==> config.mk <==
export PLATFORM = sky130hd
export DESIGN_NAME = hdmi_pattern_gen
export DESIGN_NICKNAME = d
export VERILOG_FILES = /design/src/rtl/hdmi_pattern_pkg.sv /design/src/rtl/pattern_box_mover.sv /design/src/rtl/hdmi_pattern_gen.sv
export SDC_FILE = /design/constraint.sdc
export NUM_CORES = 1
export LEC_CHECK = 0
export CORE_MARGIN = 10
export CORE_UTILIZATION = 40
export DETAILED_ROUTE_END_ITERATION = 6
export HOLD_SLACK_MARGIN = 0.15
export MAX_ROUTING_LAYER = met4
export PLACE_DENSITY_LB_ADDON = 0.2
export SKIP_LAST_GASP = 1
export SYNTH_ARGS = -nofsm -noshare
export SYNTH_HDL_FRONTEND = slang
export SYNTH_HIERARCHICAL = 1
export SYNTH_SLANG_ARGS = --single-unit
==> constraint.sdc <==
create_clock -name clk_pixel -period 6.1 [get_ports clk_pixel]
set_input_delay 0.915 -clock clk_pixel [delete_from_list [all_inputs] [get_ports clk_pixel]]
set_output_delay 0.915 -clock clk_pixel [all_outputs]
set_load 0.01 [all_outputs]
==> src/rtl/hdmi_pattern_pkg.sv <==
// Shared types and constants for the HDMI test pattern generator.
// Pattern mode encoding and the colour bar table live here.
package hdmi_pattern_pkg;

  typedef enum logic [2:0] {
    BORDER  = 3'd0,
    BARS    = 3'd1,
    RAMP    = 3'd2,
    CHECKER = 3'd3,
    BOX     = 3'd4
  } pattern_mode_t;

  // {R,G,B} on/off per bar; index 0 is the leftmost bar.
  localparam logic [7:0][2:0] BAR_COLORS = {
    3'b000, 3'b001, 3'b100, 3'b101, 3'b010, 3'b011, 3'b110, 3'b111
  };

  function automatic logic [2:0] bar_color(input logic [2:0] idx);
    return BAR_COLORS[idx];
  endfunction

endpackage

==> src/rtl/pattern_box_mover.sv <==
// One axis of the bouncing box: position steps by one per frame and
// reverses direction instead of leaving the range [0, LIMIT].
module pattern_box_mover #(
  parameter int unsigned W     = 10,
  parameter int unsigned LIMIT = 688
) (
  input  logic         clk_pixel,
  input  logic         reset_n,
  input  logic         i_step,
  output logic [W-1:0] o_pos
);

  localparam logic [W-1:0] POS_LIMIT = W'(LIMIT);

  logic [W-1:0] r_pos, w_pos_d;
  logic         r_down, w_down_d;

  always_comb begin
    w_pos_d  = r_pos;
    w_down_d = r_down;
    if (i_step) begin
      if (!r_down) begin
        if (r_pos >= POS_LIMIT) begin
          w_down_d = 1'b1;
          w_pos_d  = r_pos - 1'b1;
        end else begin
          w_pos_d = r_pos + 1'b1;
        end
      end else begin
        if (r_pos == '0) begin
          w_down_d = 1'b0;
          w_pos_d  = r_pos + 1'b1;
        end else begin
          w_pos_d = r_pos - 1'b1;
        end
      end
    end
  end

  always_ff @(posedge clk_pixel or negedge reset_n) begin
    if (!reset_n) begin
      r_pos  <= '0;
      r_down <= 1'b0;
    end else begin
      r_pos  <= w_pos_d;
      r_down <= w_down_d;
    end
  end

  assign o_pos = r_pos;

endmodule

==> src/rtl/hdmi_pattern_gen.sv <==
// Mode-selectable test pattern source for the hdmi core rgb input.
// One registered pixel per clock; mode and animation change only at frame end.
module hdmi_pattern_gen
  import hdmi_pattern_pkg::*;
#(
  parameter int unsigned BIT_WIDTH      = 10,
  parameter int unsigned BIT_HEIGHT     = 10,
  parameter int unsigned COLOR_BITS     = 8,
  parameter int unsigned FRAME_WIDTH    = 858,
  parameter int unsigned FRAME_HEIGHT   = 525,
  parameter int unsigned SCREEN_START_X = 138,
  parameter int unsigned SCREEN_START_Y = 45,
  parameter int unsigned SCREEN_WIDTH   = 720,
  parameter int unsigned SCREEN_HEIGHT  = 480,
  parameter int unsigned BOX_SIZE       = 32,
  parameter int unsigned CHECKER_LOG2   = 4
) (
  input  logic                      clk_pixel,
  input  logic                      reset_n,
  input  logic [BIT_WIDTH-1:0]      cx,
  input  logic [BIT_HEIGHT-1:0]     cy,
  input  logic [2:0]                mode,
  output logic [3*COLOR_BITS-1:0]   rgb,
  output logic [15:0]               frame_count,
  output logic                      frame_end
);

  localparam logic [BIT_WIDTH-1:0]  X_START  = BIT_WIDTH'(SCREEN_START_X);
  localparam logic [BIT_WIDTH:0]    X_END    = (BIT_WIDTH+1)'(SCREEN_START_X + SCREEN_WIDTH);
  localparam logic [BIT_WIDTH-1:0]  X_LAST   = BIT_WIDTH'(FRAME_WIDTH - 1);
  localparam logic [BIT_HEIGHT-1:0] Y_START  = BIT_HEIGHT'(SCREEN_START_Y);
  localparam logic [BIT_HEIGHT:0]   Y_END    = (BIT_HEIGHT+1)'(SCREEN_START_Y + SCREEN_HEIGHT);
  localparam logic [BIT_HEIGHT-1:0] Y_LAST   = BIT_HEIGHT'(FRAME_HEIGHT - 1);
  localparam logic [BIT_WIDTH-1:0]  BAR_LAST = BIT_WIDTH'(SCREEN_WIDTH / 8 - 1);
  localparam logic [BIT_WIDTH:0]    BOX_W    = (BIT_WIDTH+1)'(BOX_SIZE);
  localparam logic [BIT_HEIGHT:0]   BOX_H    = (BIT_HEIGHT+1)'(BOX_SIZE);
  // Ramp DDA step split into whole grey levels and a fractional remainder.
  localparam int unsigned           RAMP_Q   = (2 ** COLOR_BITS) / SCREEN_WIDTH;
  localparam logic [BIT_WIDTH:0]    RAMP_R   = (BIT_WIDTH+1)'((2 ** COLOR_BITS) % SCREEN_WIDTH);
  localparam logic [BIT_WIDTH:0]    SW_W     = (BIT_WIDTH+1)'(SCREEN_WIDTH);
  localparam logic [COLOR_BITS-1:0] C_MAX    = '1;

  function automatic logic [3*COLOR_BITS-1:0] expand(input logic [2:0] c);
    return {{COLOR_BITS{c[2]}}, {COLOR_BITS{c[1]}}, {COLOR_BITS{c[0]}}};
  endfunction

  logic [2:0]                r_mode;
  logic [15:0]               r_frame_count;
  logic [3*COLOR_BITS-1:0]   r_rgb, w_rgb;
  logic                      r_frame_end, w_frame_end;
  logic                      w_line_start, w_active, w_in_box, w_check;
  logic [BIT_WIDTH-1:0]      w_ax, w_bx;
  logic [BIT_HEIGHT-1:0]     w_ay, w_by;
  logic [BIT_WIDTH-1:0]      r_bar_col, w_bar_col, w_bar_col_d;
  logic [2:0]                r_bar_idx, w_bar_idx, w_bar_idx_d;
  logic [BIT_WIDTH-1:0]      r_acc, w_acc, w_acc_d;
  logic [BIT_WIDTH:0]        w_acc_sum;
  logic                      w_carry;
  logic [COLOR_BITS-1:0]     r_grey, w_grey, w_grey_d;
  logic [31:0]               w_grey_sum;

  assign w_frame_end  = (cx == X_LAST) && (cy == Y_LAST);
  assign w_line_start = (cx == X_START);

  pattern_box_mover #(
    .W     (BIT_WIDTH),
    .LIMIT (SCREEN_WIDTH - BOX_SIZE)
  ) u_box_x (
    .clk_pixel (clk_pixel),
    .reset_n   (reset_n),
    .i_step    (w_frame_end),
    .o_pos     (w_bx)
  );

  pattern_box_mover #(
    .W     (BIT_HEIGHT),
    .LIMIT (SCREEN_HEIGHT - BOX_SIZE)
  ) u_box_y (
    .clk_pixel (clk_pixel),
    .reset_n   (reset_n),
    .i_step    (w_frame_end),
    .o_pos     (w_by)
  );

  // Bar and ramp counters describe the current pixel; they restart at the active line start.
  always_comb begin
    w_bar_col = w_line_start ? '0 : r_bar_col;
    w_bar_idx = w_line_start ? '0 : r_bar_idx;
    w_acc     = w_line_start ? '0 : r_acc;
    w_grey    = w_line_start ? '0 : r_grey;

    w_bar_col_d = w_bar_col + 1'b1;
    w_bar_idx_d = w_bar_idx;
    if (w_bar_col == BAR_LAST) begin
      w_bar_col_d = '0;
      w_bar_idx_d = w_bar_idx + 1'b1;
    end

    w_acc_sum  = {1'b0, w_acc} + RAMP_R;
    w_carry    = (w_acc_sum >= SW_W);
    w_acc_d    = w_carry ? BIT_WIDTH'(w_acc_sum - SW_W) : BIT_WIDTH'(w_acc_sum);
    w_grey_sum = 32'(w_grey) + RAMP_Q + 32'(w_carry);
    w_grey_d   = (w_grey_sum > 32'(C_MAX)) ? C_MAX : COLOR_BITS'(w_grey_sum);
  end

  always_comb begin
    w_ax     = cx - X_START;
    w_ay     = cy - Y_START;
    w_active = (cx >= X_START) && ({1'b0, cx} < X_END) &&
               (cy >= Y_START) && ({1'b0, cy} < Y_END);
    w_in_box = ({1'b0, w_ax} >= {1'b0, w_bx}) && ({1'b0, w_ax} < {1'b0, w_bx} + BOX_W) &&
               ({1'b0, w_ay} >= {1'b0, w_by}) && ({1'b0, w_ay} < {1'b0, w_by} + BOX_H);
    w_check  = w_ax[CHECKER_LOG2] ^ w_ay[CHECKER_LOG2] ^ r_frame_count[0];
    w_rgb    = '0;
    if (w_active) begin
      case (r_mode)
        BORDER:  w_rgb = expand({cx == X_START, cy == Y_START, (cx == X_LAST) || (cy == Y_LAST)});
        BARS:    w_rgb = expand(bar_color(w_bar_idx));
        RAMP:    w_rgb = {w_grey, w_grey, w_grey};
        CHECKER: w_rgb = expand({3{w_check}});
        BOX:     w_rgb = expand({3{w_in_box}});
        default: w_rgb = '0;
      endcase
    end
  end

  always_ff @(posedge clk_pixel or negedge reset_n) begin
    if (!reset_n) begin
      r_rgb         <= '0;
      r_frame_end   <= 1'b0;
      r_frame_count <= '0;
      r_mode        <= '0;
      r_bar_col     <= '0;
      r_bar_idx     <= '0;
      r_acc         <= '0;
      r_grey        <= '0;
    end else begin
      r_rgb       <= w_rgb;
      r_frame_end <= w_frame_end;
      r_bar_col   <= w_bar_col_d;
      r_bar_idx   <= w_bar_idx_d;
      r_acc       <= w_acc_d;
      r_grey      <= w_grey_d;
      if (w_frame_end) begin
        r_mode        <= mode;
        r_frame_count <= r_frame_count + 16'd1;
      end
    end
  end

  assign rgb         = r_rgb;
  assign frame_count = r_frame_count;
  assign frame_end   = r_frame_end;

endmodule

==> results.json <==
{
  "place_area_sq_um": 7090,
  "cts-resized-gates": 0,
  "yosysSeqAreaShare_pct": 38.6,
  "place_ws_ns": 1.22,
  "die_w_um": 145,
  "synth_cell_types": 70,
  "drt-initial-drc-count": 416,
  "max_stage_delay_ns": 0.91,
  "synth_top_cell_by_area": "dfrtp_1",
  "avgViaCountPerCell": 5.26,
  "hold_ws_ns": 0.472,
  "crit_family": "simple AND/OR/NAND/NOR gates",
  "worst_hold_path_type": "flip-flop to flip-flop",
  "grt_pass1_vias": 4966,
  "drive_gt1_share_pct": 6.78,
  "cp.arrival_ns": 4.85,
  "fmax_mhz": 217,
  "final_nets": 793,
  "clkLatencyLatePin_ns": 0.35,
  "wl_per_cell_um": 15.9,
  "cts_buffers": 9,
  "die_h_um": 145,
  "postLayoutCellArea_sq_um": 7380,
  "worst-path-buf-inv": 2,
  "synth_edf_count": 0,
  "required_ns": 6.34,
  "core_area_sq_um": 15300,
  "final_antenna_net_count": 0,
  "cp-start-kind": "primary input",
  "slew_headroom_pct": 30.3,
  "grt_max_degree": 70,
  "layout_setup_ws_ns": 1.49,
  "track_usage_pct": 14.4,
  "fillers": 1443,
  "worstPathCellList": "clkdlybuf4s50_1, inv_1, ha_1, nand3b_1, nand2b_1, nand2_1, xor2_1, ha_1, nand4b_1, a21oi_1, a2111oi_0, o2111ai_1, or4_1, a21oi_1",
  "p_per_area_nw_per_um2": 235,
  "diodes": 0,
  "worstMarginPinSlew_ns": 1.05,
  "min_period_ns": 4.61,
  "syn_avg_cell_area_sq_um": 9.46,
  "crit_type": "primary input to flip-flop",
  "cts_buffer_depth": 2,
  "grt_pass1_wl_um": 25000,
  "syn-cell-area_sq_um": 6290,
  "worstPathMaxFanout": 24,
  "worstSetupEndpointType": "flip-flop",
  "fin_setup_tns_ns": 0,
  "cts-root-buf": "clkbuf_16",
  "drc_errors": 0,
  "hold_buffers": 0,
  "drv_cap": 0,
  "io_pins": 66,
  "cts.clk_slew.worst_paths_ns": 0.07,
  "ys_top_cells_by_area": "dfrtp_1 39%, ha_1 9.9%, a21oi_1 6.0%, xor2_1 5.4%, xnor2_1 4.2%",
  "overflow": 0,
  "dp_hpwl_um": 11200,
  "setup_viol": 0,
  "antenna_found_initial": 0,
  "finClkSkew_ns": 0.0110,
  "ys.warnings.count": 6,
  "fin_crit_sh_pct": 75.6,
  "post_cts.repair.setup_buffers": 0,
  "p_leak_uw": 0.00331,
  "seqCellArea_sq_um": 2430,
  "area_growth_pct": 17.3,
  "multi_input_area_sq_um": 3550,
  "row_count": 45,
  "routed_wl_um": 14900,
  "status": "finished clean",
  "grt_setup_unrepaired": "false",
  "start_util_pct": 41.1,
  "critPathSlowestCell": "or4_1",
  "cts_tree": "yes",
  "fin_total_pwr_uw": 1730,
  "htreeDepth": 3,
  "gp_congestion": 0.913,
  "synth_nets": 740,
  "synthDominantCellAreaShare_pct": 38.6,
  "dieArea_sq_um": 21100,
  "portBuffers": 65,
  "route.vias.total": 4917,
  "ys.flop_type": "dfrtp_1",
  "final-hold-violation-count": 0,
  "synthArstFlopShare_pct": 100,
  "synth-seq-cells": 97,
  "synth_cells": 665,
  "layout_common_cells": "97 x dfrtp_1, 76 x a21oi_1, 64 x clkdlybuf4s50_1",
  "drt-pass1-iter-count": 4,
  "ir_drop_uv": 169,
  "drv_slew": 0,
  "cts.sinks": 97,
  "final_common_cell": "dfrtp_1"
}
## stage by stage
stage | cells | utilization (%)
2_1_floorplan | 665 | -
3_3_place_gp | 918 | 46.3
5_1_grt | 934 | 48.2
4_1_cts | 934 | 48.2
6_report | 934 | 48.2
3_5_place_dp | 918 | 46.3
## where the power goes
part	leakage, uW	switching (uW)	internal [uW]	total [uW]
Combinational	0.00188	201	175	376
Sequential	0.00128	89.9	718	808
Clock	0.000141	265	285	550
## worst register-to-register path, cell delays in order (launching register included)
cell and delay (ns):
dfrtp_1 0.53, ha_1 0.35, inv_1 0.04, ha_1 0.30
nand4b_1 0.11, a21oi_1 0.06, a2111oi_0 0.57, o2111ai_1 0.16
or4_1 0.91, a21oi_1 0.30
## path summary, 6_finish.rpt
path / startpoint / end / slack [ns] / cells past startpoint
setup / recovery: cy[0] / rgb[19]$_DFF_PN0_ / 1.49 / 14
setup reg to reg: u_box_y/o_pos[6]$_DFFE_PN0P_ / rgb[19]$_DFF_PN0_ / 2.67 / 9
min in group asynchronous: reset_n / frame_count[11]$_DFFE_PN0P_ / 0.49 / 1
max in group asynchronous: reset_n / r_acc[2]$_DFF_PN0_ / 4.39 / 2
hold / removal: frame_count[15]$_DFFE_PN0P_ / frame_count[15]$_DFFE_PN0P_ / 0.47 / 1
hold reg to reg: frame_count[15]$_DFFE_PN0P_ / frame_count[15]$_DFFE_PN0P_ / 0.47 / 1
## sequential cells by signal (all words and copies together) (netlist names)
register and flops:
frame_count 16, frame_end 1, r_acc 10, r_bar_col 10, r_bar_idx 3, r_grey 8, r_mode 3, rgb 24
u_box_x/o_pos 10, u_box_x/r_down 1, u_box_y/o_pos 10, u_box_y/r_down 1
## cells by family after synthesis
group | after synthesis | share of synthesized area (%)
muxes | 15 | 2.41
xor gates and xnor gates | 70 | 9.97
and+or+nand+nor | 219 | 19.8
AOI/OAI and AO/OA | 142 | 14.3
adders and majority gates | 50 | 9.95
buffers and inverters | 72 | 4.99
DFF | 97 | 38.6
## routing by layer
layer  wire (um)  vias to the layer above  global-route usage (%)
met5           0                        -                       -
met4         193                        0                    4.20
met3         627                       14                    3.07
met2        7290                      106                    23.5
met1        6750                     2344                    17.6
li1            -                     2453                       -
## cell usage after synthesis, types with 3 or more instances
| master | number |
|---|---|
| inv_1 | 44 |
| o2111ai_1 | 3 |
| nor4_2 | 3 |
| nand2_1 | 51 |
| o21ai_0 | 18 |
| nor3b_1 | 6 |
| o31ai_1 | 3 |
| buf_6 | 4 |
| nand3b_1 | 6 |
| nor3_1 | 12 |
| a21oi_1 | 76 |
| nor2b_1 | 4 |
| xor2_1 | 39 |
| mux2i_1 | 14 |
| nand4_1 | 18 |
| nor3_2 | 4 |
| buf_2 | 8 |
| clkbuf_1 | 14 |
| nor2_1 | 36 |
| and3_1 | 9 |
| nand2b_1 | 7 |
| a21o_1 | 9 |
| a31oi_1 | 3 |
| or3_1 | 6 |
| and4_1 | 3 |
| ha_1 | 50 |
| xnor2_1 | 30 |
| nand4b_1 | 4 |
| or3_4 | 3 |
| o21a_1 | 5 |
| dfrtp_1 | 97 |
| nand3_1 | 21 |
| and2_1 | 9 |
## layout make-up
cell class                      count  area share [%]
Clock buffer                        9            3.05
Clock inverter                      7           0.848
Sequential cell                    97            32.9
Tap cell                          211            3.58
Inverter                           44            2.24
Timing Repair Buffer               70            9.29
Multi-Input combinational cell    496            48.1
Note: power is estimated with default switching activity, not from simulation.
